==> src/rtl/mux_pkg.sv <==
// Shared definitions for the mux family: arbiter state encoding and a
// width helper usable in constant expressions.
package mux_pkg;

   typedef enum logic {
      ST_IDLE = 1'b0,
      ST_BUSY = 1'b1
   } state_e;

   // Ceiling log2; returns 0 for values 0 and 1, so callers clamp widths themselves.
   function automatic int clog2(input int value);
      int result;
      int rem;
      result = 0;
      rem    = value - 1;
      while (rem > 0) begin
         result = result + 1;
         rem    = rem >> 1;
      end
      return result;
   endfunction

endpackage

==> src/rtl/mux_rr_arbiter_if.sv <==
// Request/grant bundle between the arbiter, its requesters and the shared mux select.
interface mux_rr_arbiter_if #(
   parameter int SELECT_LINES = 4
);
   localparam int N = 2**SELECT_LINES;

   logic [N-1:0]            req;
   logic [N-1:0]            grant;
   logic [SELECT_LINES-1:0] select;
   logic                    valid;

   modport master (
      input  req,
      output grant,
      output select,
      output valid
   );

   modport slave (
      output req,
      input  grant,
      input  select,
      input  valid
   );

endinterface

==> src/rtl/mux_rr_arbiter_rr_priority_encoder.sv <==
// Round-robin find-first: the request just after `last` wins, wrapping
// through N-1 -> 0 -> last.
module rr_priority_encoder #(
   parameter  int SELECT_LINES = 4,
   localparam int N            = 2**SELECT_LINES
) (
   input  logic [N-1:0]            req_i,
   input  logic [SELECT_LINES-1:0] last_i,
   output logic                    any_o,
   output logic [SELECT_LINES-1:0] idx_o
);

   logic [2*N-1:0]          dbl;
   logic [N-1:0]            rot;
   logic [SELECT_LINES-1:0] off;

   // Rotating the doubled vector puts index last+1 at bit 0, so the lowest
   // set bit of rot is the offset of the winner from last+1.
   always_comb begin
      dbl = {req_i, req_i};
      rot = N'(dbl >> ({1'b0, last_i} + 1'b1));
      off = '0;
      for (int i = N-1; i >= 0; i--) begin
         if (rot[i]) off = SELECT_LINES'(i);
      end
   end

   assign any_o = |req_i;
   assign idx_o = last_i + off + 1'b1;

endmodule

==> src/rtl/mux_rr_arbiter.sv <==
// Round-robin owner for a shared mux: drives select directly, gives one-hot
// grant feedback and bounds each tenure by MAX_HOLD while others wait.
module mux_rr_arbiter
   import mux_pkg::*;
#(
   parameter      BLOCK_NAME   = "mux_rr_arbiter",
   parameter int  X            = 0,
   parameter int  Y            = 0,
   parameter int  DX           = 0,
   parameter int  DY           = 0,
   parameter      ARCHITECTURE = "BEHAVIORAL",
   parameter int  SELECT_LINES = 4,
   parameter int  MAX_HOLD     = 16
) (
   input logic              clk,
   input logic              rst_n,
   mux_rr_arbiter_if.master arb
);

   localparam int N  = 2**SELECT_LINES;
   localparam int HW = (clog2(MAX_HOLD) < 1) ? 1 : clog2(MAX_HOLD);
   localparam logic [HW-1:0] HOLD_LAST = HW'((MAX_HOLD > 0) ? MAX_HOLD - 1 : 0);

   state_e                  state_q, state_d;
   logic [SELECT_LINES-1:0] own_q, own_d;
   logic [SELECT_LINES-1:0] last_q, last_d;
   logic [HW-1:0]           hold_q, hold_d;
   logic [N-1:0]            grant_q, grant_d;

   logic [SELECT_LINES-1:0] base;
   logic [SELECT_LINES-1:0] win_idx;
   logic                    win_any;
   logic                    owner_req;
   logic                    others;
   logic                    hold_expired;

   // While busy the search starts after the current owner, which puts the
   // owner last in rotation for both a drop and a hold-limit handoff.
   assign base = (state_q == ST_BUSY) ? own_q : last_q;

   rr_priority_encoder #(
      .SELECT_LINES(SELECT_LINES)
   ) u_prio (
      .req_i (arb.req),
      .last_i(base),
      .any_o (win_any),
      .idx_o (win_idx)
   );

   assign owner_req    = arb.req[own_q];
   assign others       = |(arb.req & ~(N'(1) << own_q));
   assign hold_expired = (MAX_HOLD != 0) && (hold_q == HOLD_LAST);

   always_comb begin
      state_d = state_q;
      own_d   = own_q;
      last_d  = last_q;
      hold_d  = hold_q;
      grant_d = grant_q;
      case (state_q)
         ST_IDLE: begin
            if (win_any) begin
               state_d = ST_BUSY;
               own_d   = win_idx;
               hold_d  = '0;
               grant_d = N'(1) << win_idx;
            end
         end
         ST_BUSY: begin
            if (!owner_req) begin
               last_d = own_q;
               hold_d = '0;
               if (win_any) begin
                  own_d   = win_idx;
                  grant_d = N'(1) << win_idx;
               end else begin
                  state_d = ST_IDLE;
                  grant_d = '0;
               end
            end else if (hold_expired && others) begin
               last_d  = own_q;
               own_d   = win_idx;
               hold_d  = '0;
               grant_d = N'(1) << win_idx;
            end else if (hold_expired) begin
               hold_d = '0;
            end else if (MAX_HOLD != 0) begin
               hold_d = hold_q + 1'b1;
            end
         end
         default: begin
            state_d = ST_IDLE;
            grant_d = '0;
         end
      endcase
   end

   always_ff @(posedge clk or negedge rst_n) begin
      if (!rst_n) begin
         state_q <= ST_IDLE;
         own_q   <= '0;
         last_q  <= '0;
         hold_q  <= '0;
         grant_q <= '0;
      end else begin
         state_q <= state_d;
         own_q   <= own_d;
         last_q  <= last_d;
         hold_q  <= hold_d;
         grant_q <= grant_d;
      end
   end

   // select holds the last owner while idle; only valid qualifies it.
   assign arb.grant  = grant_q;
   assign arb.select = own_q;
   assign arb.valid  = (state_q == ST_BUSY);

endmodule
==> src/flat_wrapper.sv <==
// flat-port wrapper written by rule: the top's interface ports become plain ports
module mux_rr_arbiter_flat import mux_pkg::*;
#(
   parameter      BLOCK_NAME   = "              ",
   parameter int  X            = 0,
   parameter int  Y            = 0,
   parameter int  DX           = 0,
   parameter int  DY           = 0,
   parameter      ARCHITECTURE = "          ",
   parameter int  SELECT_LINES = 4,
   parameter int  MAX_HOLD     = 16
)
  (clk, rst_n, arb_req, arb_grant, arb_select, arb_valid);
  mux_rr_arbiter_if #(.SELECT_LINES(SELECT_LINES)) arb_i ();
  input logic clk;
  input logic rst_n;
  input wire logic [$bits(arb_i.req)-1:0] arb_req;
  output wire logic [$bits(arb_i.grant)-1:0] arb_grant;
  output wire logic [$bits(arb_i.select)-1:0] arb_select;
  output wire logic [$bits(arb_i.valid)-1:0] arb_valid;
  assign arb_i.req = arb_req;
  assign arb_grant = arb_i.grant;
  assign arb_select = arb_i.select;
  assign arb_valid = arb_i.valid;
  mux_rr_arbiter #(.BLOCK_NAME(BLOCK_NAME), .X(X), .Y(Y), .DX(DX), .DY(DY), .ARCHITECTURE(ARCHITECTURE), .SELECT_LINES(SELECT_LINES), .MAX_HOLD(MAX_HOLD)) u_core (.clk(clk), .rst_n(rst_n), .arb(arb_i));
endmodule
==> config.mk <==
export PLATFORM = sky130hd
export DESIGN_NAME = mux_rr_arbiter_flat
export DESIGN_NICKNAME = d
export VERILOG_FILES = /design/src/rtl/mux_pkg.sv /design/src/rtl/mux_rr_arbiter_if.sv /design/src/rtl/mux_rr_arbiter_rr_priority_encoder.sv /design/src/rtl/mux_rr_arbiter.sv /design/src/flat_wrapper.sv
export SDC_FILE = /design/constraint.sdc
export NUM_CORES = 1
export LEC_CHECK = 0
export BUFFER_PORTS_ARGS = -buffer_cell sky130_fd_sc_hd__buf_4
export CAP_MARGIN = 10
export CORE_ASPECT_RATIO = 0.75
export CORE_MARGIN = 1.5
export CORE_UTILIZATION = 60
export CTS_CLUSTER_SIZE = 30
export DETAILED_ROUTE_END_ITERATION = 7
export GPL_TIMING_DRIVEN = 0
export PLACE_DENSITY_LB_ADDON = 0.2
export SYNTH_ARGS = -nofsm -noshare
export SYNTH_HDL_FRONTEND = slang
export SYNTH_HIERARCHICAL = 1
export SYNTH_SLANG_ARGS = --single-unit
==> constraint.sdc <==
create_clock -name clk -period 13.7 [get_ports clk]
set_input_delay 2.74 -clock clk [delete_from_list [all_inputs] [get_ports clk]]
set_output_delay 2.74 -clock clk [all_outputs]
set_load 0.1 [all_outputs]
# --- After elaboration in Yosys (flattened, before gate mapping) ---
# Index checks and enable logic that the tools add are counted.
totals:
  ff_bits: 29
  input_bits: 18
  output_inout_bits: 21
  elab_cells: 63
op_classes:
  addsub: 4
  n_lt_le_gt_ge: 1
  n_eq_ne: 4
  shift: 3
  n_mux: 38
  bitwise: 3
  reduce_logical: 5
op_table:
  columns: ["operator", "count"]
  rows:
  - ["$mux W4", 26]
  - ["$mux W16", 4]
  - ["$pmux W16 S2", 1]
  - ["$reduce_or A16 Y1", 2]
  - ["$shl A1 B4 Y16 const A", 2]
  - ["$shr A32 B5 Y16", 1]
  - ["$and A16 B16 Y16", 1]
  - ["$not A16 Y16", 1]
  - ["$pmux W4 S2", 2]
  - ["$add A4 B1 Y4 const B", 2]
  - ["$add A4 B1 Y5 const B", 1]
  - ["$lt A4 B5 Y1 const B", 1]
  - ["$add A4 B4 Y4", 1]
  - ["$bmux W1 S4", 1]
  - ["$eq A4 B4 Y1 const B", 1]
  - ["$ne A2 B2 Y1 const B", 2]
  - ["$reduce_and A2 Y1", 2]
  - ["$mux W1", 3]
  - ["$ne A3 B3 Y1 const B", 1]
  - ["$pmux W1 S2", 1]
  - ["$logic_and A1 B1 Y1", 1]
  - ["$not A1 Y1", 1]

# --- Logic depth before layout (Yosys ltp) ---
# Gate-level depths: netlist of run 1.
logic_depth:
  depth_word: 25
  mapped_depth: 22
  mapped_depth_nobuf: 17

# --- Cells and area by module ---
# The synthesis of run 1 kept the hierarchy.
by_module_without_submodules:
  columns: ["module", "instances", "cells_per_inst", "area_per_inst_um2", "seq_area_each_um2"]
  rows:
  - ["mux_rr_arbiter", 1, 174, 1844.3, 725.7]
  - ["rr_priority_encoder", 1, 120, 1331.3, 0.0]

# --- Worst setup path after synthesis of run 1 ---
# OpenSTA, ideal clock, no wires.
synth_timing:
  kind: "in2reg"
  from: "input arb_req[4]"
  to: "register u_core.grant_q[4] (netlist: u_core/arb.grant[4])"
  setup_ns: 0.128
  t_arrival_ns: 6.075
  required_ns: 13.572
  setup_slack_ns: 7.496
  cell_stages: 14
  n_path_buf: 0
  cell_sequence: "mux4_1 mux4_1 or2_4 nor3_2 a211oi_1 o21a_1 ha_1 a21o_1 a21oi_1 xnor2_1 xnor2_1 nor2b_1 nor4b_1 mux2_1"
synth_via:
  elab_chain_len: 23
  elab_cells_between_ends: 34
  classes_between: "add/sub: 2; eq/ne: 2; shift: 2; mux: 23; bitwise: 1; reduce/logical: 4"
synth_rtl:
  columns: ["element", "line", "rtl"]
  rows:
  - ["start, declared", "flat_wrapper.sv:17", "input wire logic [$bits(arb_i.req)-1:0] arb_req;"]
  - ["$shr A32 B5 Y16 (*)", "mux_rr_arbiter_rr_priority_encoder.sv:21", "rot = N'(dbl >> ({1'b0, last_i} + 1'b1));"]
  - ["$mux W4 (15 in series)", "mux_rr_arbiter_rr_priority_encoder.sv:24", "if (rot[i]) off = SELECT_LINES'(i);"]
  - ["$mux W4 (*)", "mux_rr_arbiter_rr_priority_encoder.sv:24", null]
  - ["$add A4 B4 Y4 (*)", "mux_rr_arbiter_rr_priority_encoder.sv:29", "assign idx_o = last_i + off + 1'b1;"]
  - ["$add A4 B1 Y4 (*)", "mux_rr_arbiter_rr_priority_encoder.sv:29", null]
  - ["named net u_core.win_idx[3]", "mux_rr_arbiter.sv:31", "logic [SELECT_LINES-1:0] win_idx;"]
  - ["$shl A1 B4 Y16 (*)", "mux_rr_arbiter.sv:66, mux_rr_arbiter.sv:75, mux_rr_arbiter.sv:84", null]
  - ["$mux W16, on equally long branches", "mux_rr_arbiter.sv:73, mux_rr_arbiter.sv:80", null]
  - ["$mux W16", "mux_rr_arbiter.sv:70", "if (!owner_req) begin"]
  - ["$pmux W16 S2 (*)", "mux_rr_arbiter.sv:60", "case (state_q)"]
  - ["end signal, assigned", "mux_rr_arbiter.sv:110", "grant_q <= grant_d;"]
  - ["end, declared", "mux_rr_arbiter.sv:28", "logic [N-1:0] grant_q, grant_d;"]
# The timed path passes the listed nets; every way through them passes the cells marked *. The select of a mux whose other input is x is not followed.
# A chain may end at the register's enable or synchronous reset.

# --- Worst setup path after layout of run 1 ---
layout_timing:
  from: "input arb_req[11]"
  to: "register u_core.grant_q[8] (netlist: u_core/arb.grant[8])"
# Same word-level chain as after synthesis.

==> results of run 1 <==
## routing by layer
layer	GRT usage (%)	vias to the layer above
met1	42.9	1326
met2	47.6	115
li1	-	1257
met3	5.24	14
met5	0	-
met4	5.85	0
## logic make-up (layout without fill, tap and decap cells)
group,count (synthesis),count (layout),synth area share [%]
flip-flops,29,29,22.9
buffers and inverters,27,72,5.48
multiplexers,86,86,38.5
XOR/XNOR,3,3,0.828
adder cells (fa/ha/maj),5,5,2.21
AND/OR/NAND/NOR,96,96,17.3
AO/OA/AOI/OAI,48,48,12.8
## final cells by class
type | count | area, sq um | area share [%]
timing repair buffer | 38 | 285 | 7.84
tap | 72 | 90.1 | 2.48
multi-input combinational | 238 | 2280 | 62.6
buffer | 18 | 140 | 3.85
clock buffer | 7 | 86.3 | 2.37
sequential | 29 | 726 | 20.0
inverter | 9 | 33.8 | 0.929
## sequential cells by signal, indices dropped and copies added, names as in the netlist
register           cells
u_core/hold_q          4
u_core/arb.grant      16
u_core/arb.valid       1
u_core/last_q          4
u_core/arb.select      4
## how the worst min path moves through the flow
stage,startpoint,to,slack [ns],cells after the start
final,u_core/last_q[2],u_core/last_q[2],0.50,1
after global routing,u_core/arb.grant[13],u_core/arb.grant[13],0.53,1
after CTS,u_core/last_q[1],u_core/last_q[1],0.51,1
after detailed placement,u_core/last_q[1],u_core/last_q[1],0.49,1
after global placement,u_core/arb.grant[4],u_core/arb.grant[4],0.48,1
after floorplan,u_core/last_q[0],u_core/last_q[0],0.48,1
## placed cells by master (no fill, tap or decap), types with 3 or more instances in the layout
cell,synthesis,routed
mux2_2,42,42
buf_4,1,39
dfrtp_1,29,29
nor2_1,21,21
mux2i_1,18,18
nand2_1,17,17
mux4_2,15,15
nor4_1,12,12
nor2b_1,10,10
inv_1,9,9
a21oi_1,9,9
mux4_1,7,7
clkbuf_8,0,6
buf_6,6,6
buf_2,6,6
nor4b_1,6,6
o21ai_0,5,5
nor3_1,5,5
clkbuf_1,3,4
nor3b_1,4,4
ha_1,4,4
a222oi_1,4,4
a211oi_1,3,3
nand3_1,3,3
and2_1,3,3
mux2_1,3,3
xnor2_1,3,3
## critical path: stages
cell	delay, ns
buf_4	0.15
mux4_2	0.52
a222oi_1	0.68
mux2_2	0.31
o311ai_0	0.14
a211oi_1	0.36
o21a_1	0.19
ha_1	0.23
a21o_1	0.18
a21oi_1	0.18
xnor2_1	0.10
xnor2_1	0.61
nor2b_1	0.32
nor4b_1	0.26
mux2_1	0.17
## through the flow
stage	setup slack (ns)	hold slack, ns	instance area, sq um	cells	util [%]
CTS	6.89	0.506	3640	411	73.0
floorplan	7.50	0.475	3180	294	-
finish	6.76	0.504	3640	411	73.0
global placement	6.73	0.475	3550	404	71.3
detailed placement	6.62	0.493	3550	404	71.3
global route	6.55	0.528	3640	411	73.0
==> flow_metrics.py, run 1 <==
metrics = {
    "critical_path": {
        "critPathKind": "in2reg",
        "worst-endpoint-arrival_ns": 7.14,
        "r2r_cells": 19,
        "required_ns": 13.91,
        "end_kind": "register",
        "cp-startpoint": "arb_req[11]",
        "r2r-start": "u_core/arb.valid",
        "crit_fanout": 9,
        "crit_end": "u_core/arb.grant[8]",
        "r2r_slack_ns": 8.08,
        "r2r_end": "u_core/arb.grant[8]",
        "cp-start-kind": "primary input",
    },
    "sta": {
        "fin_skew_ns": 0.00260,
        "setup_tns_ns": 0,
        "timing_hold_violations_final": 0,
        "slew_viol_final": 0,
        "timing.fmax_mhz": 144,
        "fin_crit_ns": 6.94,
        "worst_slew_margin_rel_pct": 52.9,
        "setup_viol": 0,
        "worst_pin_slew_ns": 0.702,
        "min_period_over_period_pct": 50.6,
        "rsz0062_at_grt": "false",
    },
    "logic_synthesis": {
        "netlist_instances": 294,
        "async_reset_ff_share_pct": 100,
        "synthTopCellsByCount": "mux2_2 (42), dfrtp_1 (29), nor2_1 (21), mux2i_1 (18), nand2_1 (17)",
        "synth-seq-cells": 29,
        "postSynthAreaPerCell_sq_um": 10.8,
        "synth_nets": 317,
        "synth_edf_count": 0,
        "syn_area_sq_mm": 0.00318,
        "synth.area.top_cells": "dfrtp_1 (23%), mux2_2 (15%), mux4_2 (11%), mux4_1 (5.8%), mux2i_1 (5.7%)",
        "yosysUniqueCellTypes": 64,
        "synth_top_area_share_pct": 22.9,
        "synth_top_flop_cell": "dfrtp_1",
        "yosysMostFrequentCell": "mux2_2",
        "ys.warnings.count": 6,
        "yosysTopAreaCell": "dfrtp_1",
        "ys_seq_area_share_pct": 22.9,
    },
    "die": {
        "die_area_sq_mm": 0.00574,
        "ios": 39,
        "core_sq_mm": 0.00498,
        "initial_core_util_pct": 63.7,
        "fp.dieW_microns": 87.0,
        "rows": 22,
        "dieHeight_microns": 66.0,
    },
    "final_layout": {
        "nNetsFinal": 362,
        "n_antenna_cell": 0,
        "syn2layout_area_growth_pct": 14.5,
        "fillers": 381,
        "layout-drive-gt1-share_pct": 38.1,
    },
    "routing": {
        "wl_per_cell_microns": 19.2,
        "drc": 0,
        "wl_met1_microns": 3600,
        "met3_length_microns": 539,
        "vias": 2712,
        "wl_microns": 7910,
        "dr.pass1.iters": 5,
        "vias_per_cell": 6.60,
        "wl_met2_microns": 3690,
        "highest_layer": "met4",
        "drtIter0Drc": 186,
        "route.antenna.remaining_nets": 0,
    },
    "clock_tree": {
        "cts.sinks": 29,
        "post-cts-setup-buffers": 0,
        "clkTransAtPathRegs_ns": 0.06,
        "root_buffer": "clkbuf_8",
        "htree_num_levels": 2,
        "clockBufferDepth": 2,
        "cts_buffers": 5,
        "hold_buffers": 0,
        "cts_tree": "done",
        "clock_latency_ns": 0.27,
        "postCtsResizedCells": 0,
    },
    "grt": {
        "grt_max_degree": 30,
        "grt_pass1_wl_microns": 13200,
        "antenna_found_initial": 0,
        "grt_pass1_vias": 2639,
        "grt_usage_pct": 29.9,
        "grt_overflow_total": 0,
    },
    "place": {
        "hpwl_microns": 5880,
        "gp_congestion": 0.874,
        "portBuffers": 38,
    },
    "status": {
        "status": "finished, final reports clean",
    },
    "flow_run": {
        "cap_viol_max_count": 0,
    },
    "worst_hold_path": {
        "min_path_type": "reg2reg",
    },
}
Power of run 1 is left out: the tool's default activity adds up to more than one toggle a clock period on the data nets, which glitch-free logic cannot reach.
==> inputs of run 2 (changes only) <==
- CORE_UTILIZATION: 60 -> 54
- clock period: 13.7 -> 6.15 ns (I/O delays scaled with it)
==> run 2 against run 1 <==
  * Register-to-register slack lost 7.5 ns
  * Setup slack lost 6.2 ns
  * Flip-flop and latch count is the same
  * Sequential share of layout area shrank 0.10 points
  * Cell count grew 0.97%
  * Count of clock-buffer cells in the layout is the same
  * Critical path depth grew 3
  * First-iteration DRC count grew 90%
  * Critical path type is now reg2reg
==> flow_metrics.py, run 2 (synthesized netlist as in run 1, its figures left out) <==
metrics = {
    "status": {
        "status": "finished, final reports clean",
    },
    "place": {
        "portBuffers": 38,
        "dp.cells": 407,
        "place_area_sq_mm": 0.00355,
        "post-place-ws_ns": 0.634,
        "gp_congestion": 0.862,
        "hpwl_microns": 5820,
    },
    "die": {
        "core_sq_mm": 0.00550,
        "rows": 23,
        "dieHeight_microns": 69.4,
        "die_area_sq_mm": 0.00635,
        "ios": 39,
        "fp.dieW_microns": 91.6,
        "initial_core_util_pct": 57.8,
    },
    "sta": {
        "rsz0062_at_grt": "false",
        "fin_crit_ns": 5.59,
        "setup_viol": 0,
        "timing_hold_violations_final": 0,
        "worst_pin_slew_ns": 0.673,
        "fin_skew_ns": 0.00441,
        "min_period_over_period_pct": 90.8,
        "setup_tns_ns": 0,
        "fin_ws_ns": 0.563,
        "timing.fmax_mhz": 179,
        "slew_viol_final": 0,
        "worst_slew_margin_rel_pct": 54.8,
    },
    "critical_path": {
        "critPathKind": "reg2reg",
        "r2r-start": "u_core/arb.valid",
        "cp-startpoint": "u_core/arb.valid",
        "r2r_slack_ns": 0.56,
        "crit_fanout": 10,
        "end_kind": "register",
        "r2r_cells": 18,
        "crit_end": "u_core/arb.grant[8]",
        "cp-start-kind": "register",
        "r2r_end": "u_core/arb.grant[8]",
        "worst-endpoint-arrival_ns": 5.80,
        "required_ns": 6.37,
    },
    "final_layout": {
        "nNetsFinal": 362,
        "fillers": 453,
        "multiInputGateArea_sq_mm": 0.00228,
        "seqCellArea_sq_um": 726,
        "design_area_sq_mm": 0.00366,
        "layout-drive-gt1-share_pct": 38.5,
        "syn2layout_area_growth_pct": 15.1,
        "final_cell_mix": "mux2_2 (42), buf_4 (39), dfrtp_1 (29), nor2_1 (21), mux2i_1 (18)",
        "fin_cells": 415,
        "n_antenna_cell": 0,
        "largest_register_ffs": 16,
        "final_common_cell": "mux2_2",
    },
    "clock_tree": {
        "clockBufferDepth": 2,
        "cts_buffers": 5,
        "cts_tree": "done",
        "clkTransAtPathRegs_ns": 0.06,
        "clock_latency_ns": 0.28,
        "hold_buffers": 0,
        "htree_num_levels": 2,
        "cts.sinks": 29,
        "post-cts-setup-buffers": 0,
        "root_buffer": "clkbuf_8",
        "postCtsResizedCells": 0,
    },
    "routing": {
        "drc": 0,
        "wl_per_cell_microns": 18.7,
        "wl_microns": 7780,
        "drtIter0Drc": 353,
        "vias": 2681,
        "vias_per_cell": 6.46,
        "dr.pass1.iters": 5,
        "route.antenna.remaining_nets": 0,
    },
    "grt": {
        "grt_pass1_wl_microns": 13400,
        "grt_overflow_total": 0,
        "grt_max_degree": 30,
        "grt_usage_pct": 26.3,
        "antenna_found_initial": 0,
        "grt_pass1_vias": 2649,
    },
    "flow_run": {
        "cap_viol_max_count": 0,
    },
    "worst_hold_path": {
        "min_path_type": "reg2reg",
    },
}
-- run 2: per-layer routing --
| metal | vias to the layer above | part of all wire [%] | GRT usage (%) |
|---|---|---|---|
| met5 | - | 0 | 0 |
| met4 | 0 | 0.95 | 5.73 |
| met3 | 11 | 5.9 | 4.50 |
| met2 | 99 | 44 | 39.2 |
| met1 | 1307 | 49 | 39.9 |
| li1 | 1264 | - | - |
-- run 2: worst min-delay path by stage --
stage	from	to	slack [ns]	cells past startpoint
after floorplan	u_core/last_q[0]	u_core/last_q[0]	0.48	1
after global placement	u_core/arb.grant[4]	u_core/arb.grant[4]	0.48	1
final	u_core/arb.grant[4]	u_core/arb.grant[4]	0.49	1
after CTS	u_core/arb.grant[4]	u_core/arb.grant[4]	0.51	1
after global routing	u_core/last_q[2]	u_core/last_q[2]	0.52	1
after detailed placement	u_core/arb.grant[4]	u_core/arb.grant[4]	0.49	1
-- run 2: worst max-delay path: stages (launching register included) --
cell and delay (ns):
dfrtp_1 0.35, clkbuf_1 0.42, mux2_2 0.40, buf_6 0.15, buf_12 0.15, mux4_2 0.47, a222oi_1 0.54, mux2_2 0.30
o311ai_0 0.16, a211oi_1 0.36, o21a_1 0.19, ha_1 0.22, a21o_1 0.18, a21oi_1 0.17, xnor2_1 0.10, xnor2_1 0.59
nor2b_1 0.32, nor4b_1 0.27, mux2_1 0.17
-- run 2: cell type report --
| cell class | instances | share of cell area, % |
|---|---|---|
| Multi-Input combinational cell | 238 | 62.3 |
| Inverter | 9 | 0.924 |
| Tap cell | 75 | 2.57 |
| Timing Repair Buffer | 38 | 7.80 |
| Clock inverter | 1 | 0.137 |
| Sequential cell | 29 | 19.8 |
| Clock buffer | 7 | 2.64 |
| Buffer | 18 | 3.83 |
-- run 2: through the flow --
stage,util [%],hold slack (ns)
6_report,66.5,0.493
5_1_grt,66.5,0.522
4_1_cts,66.5,0.505
3_5_place_dp,64.7,0.491
3_3_place_gp,64.7,0.477
2_1_floorplan,-,0.475
Power of run 2 is left out for the same reason.
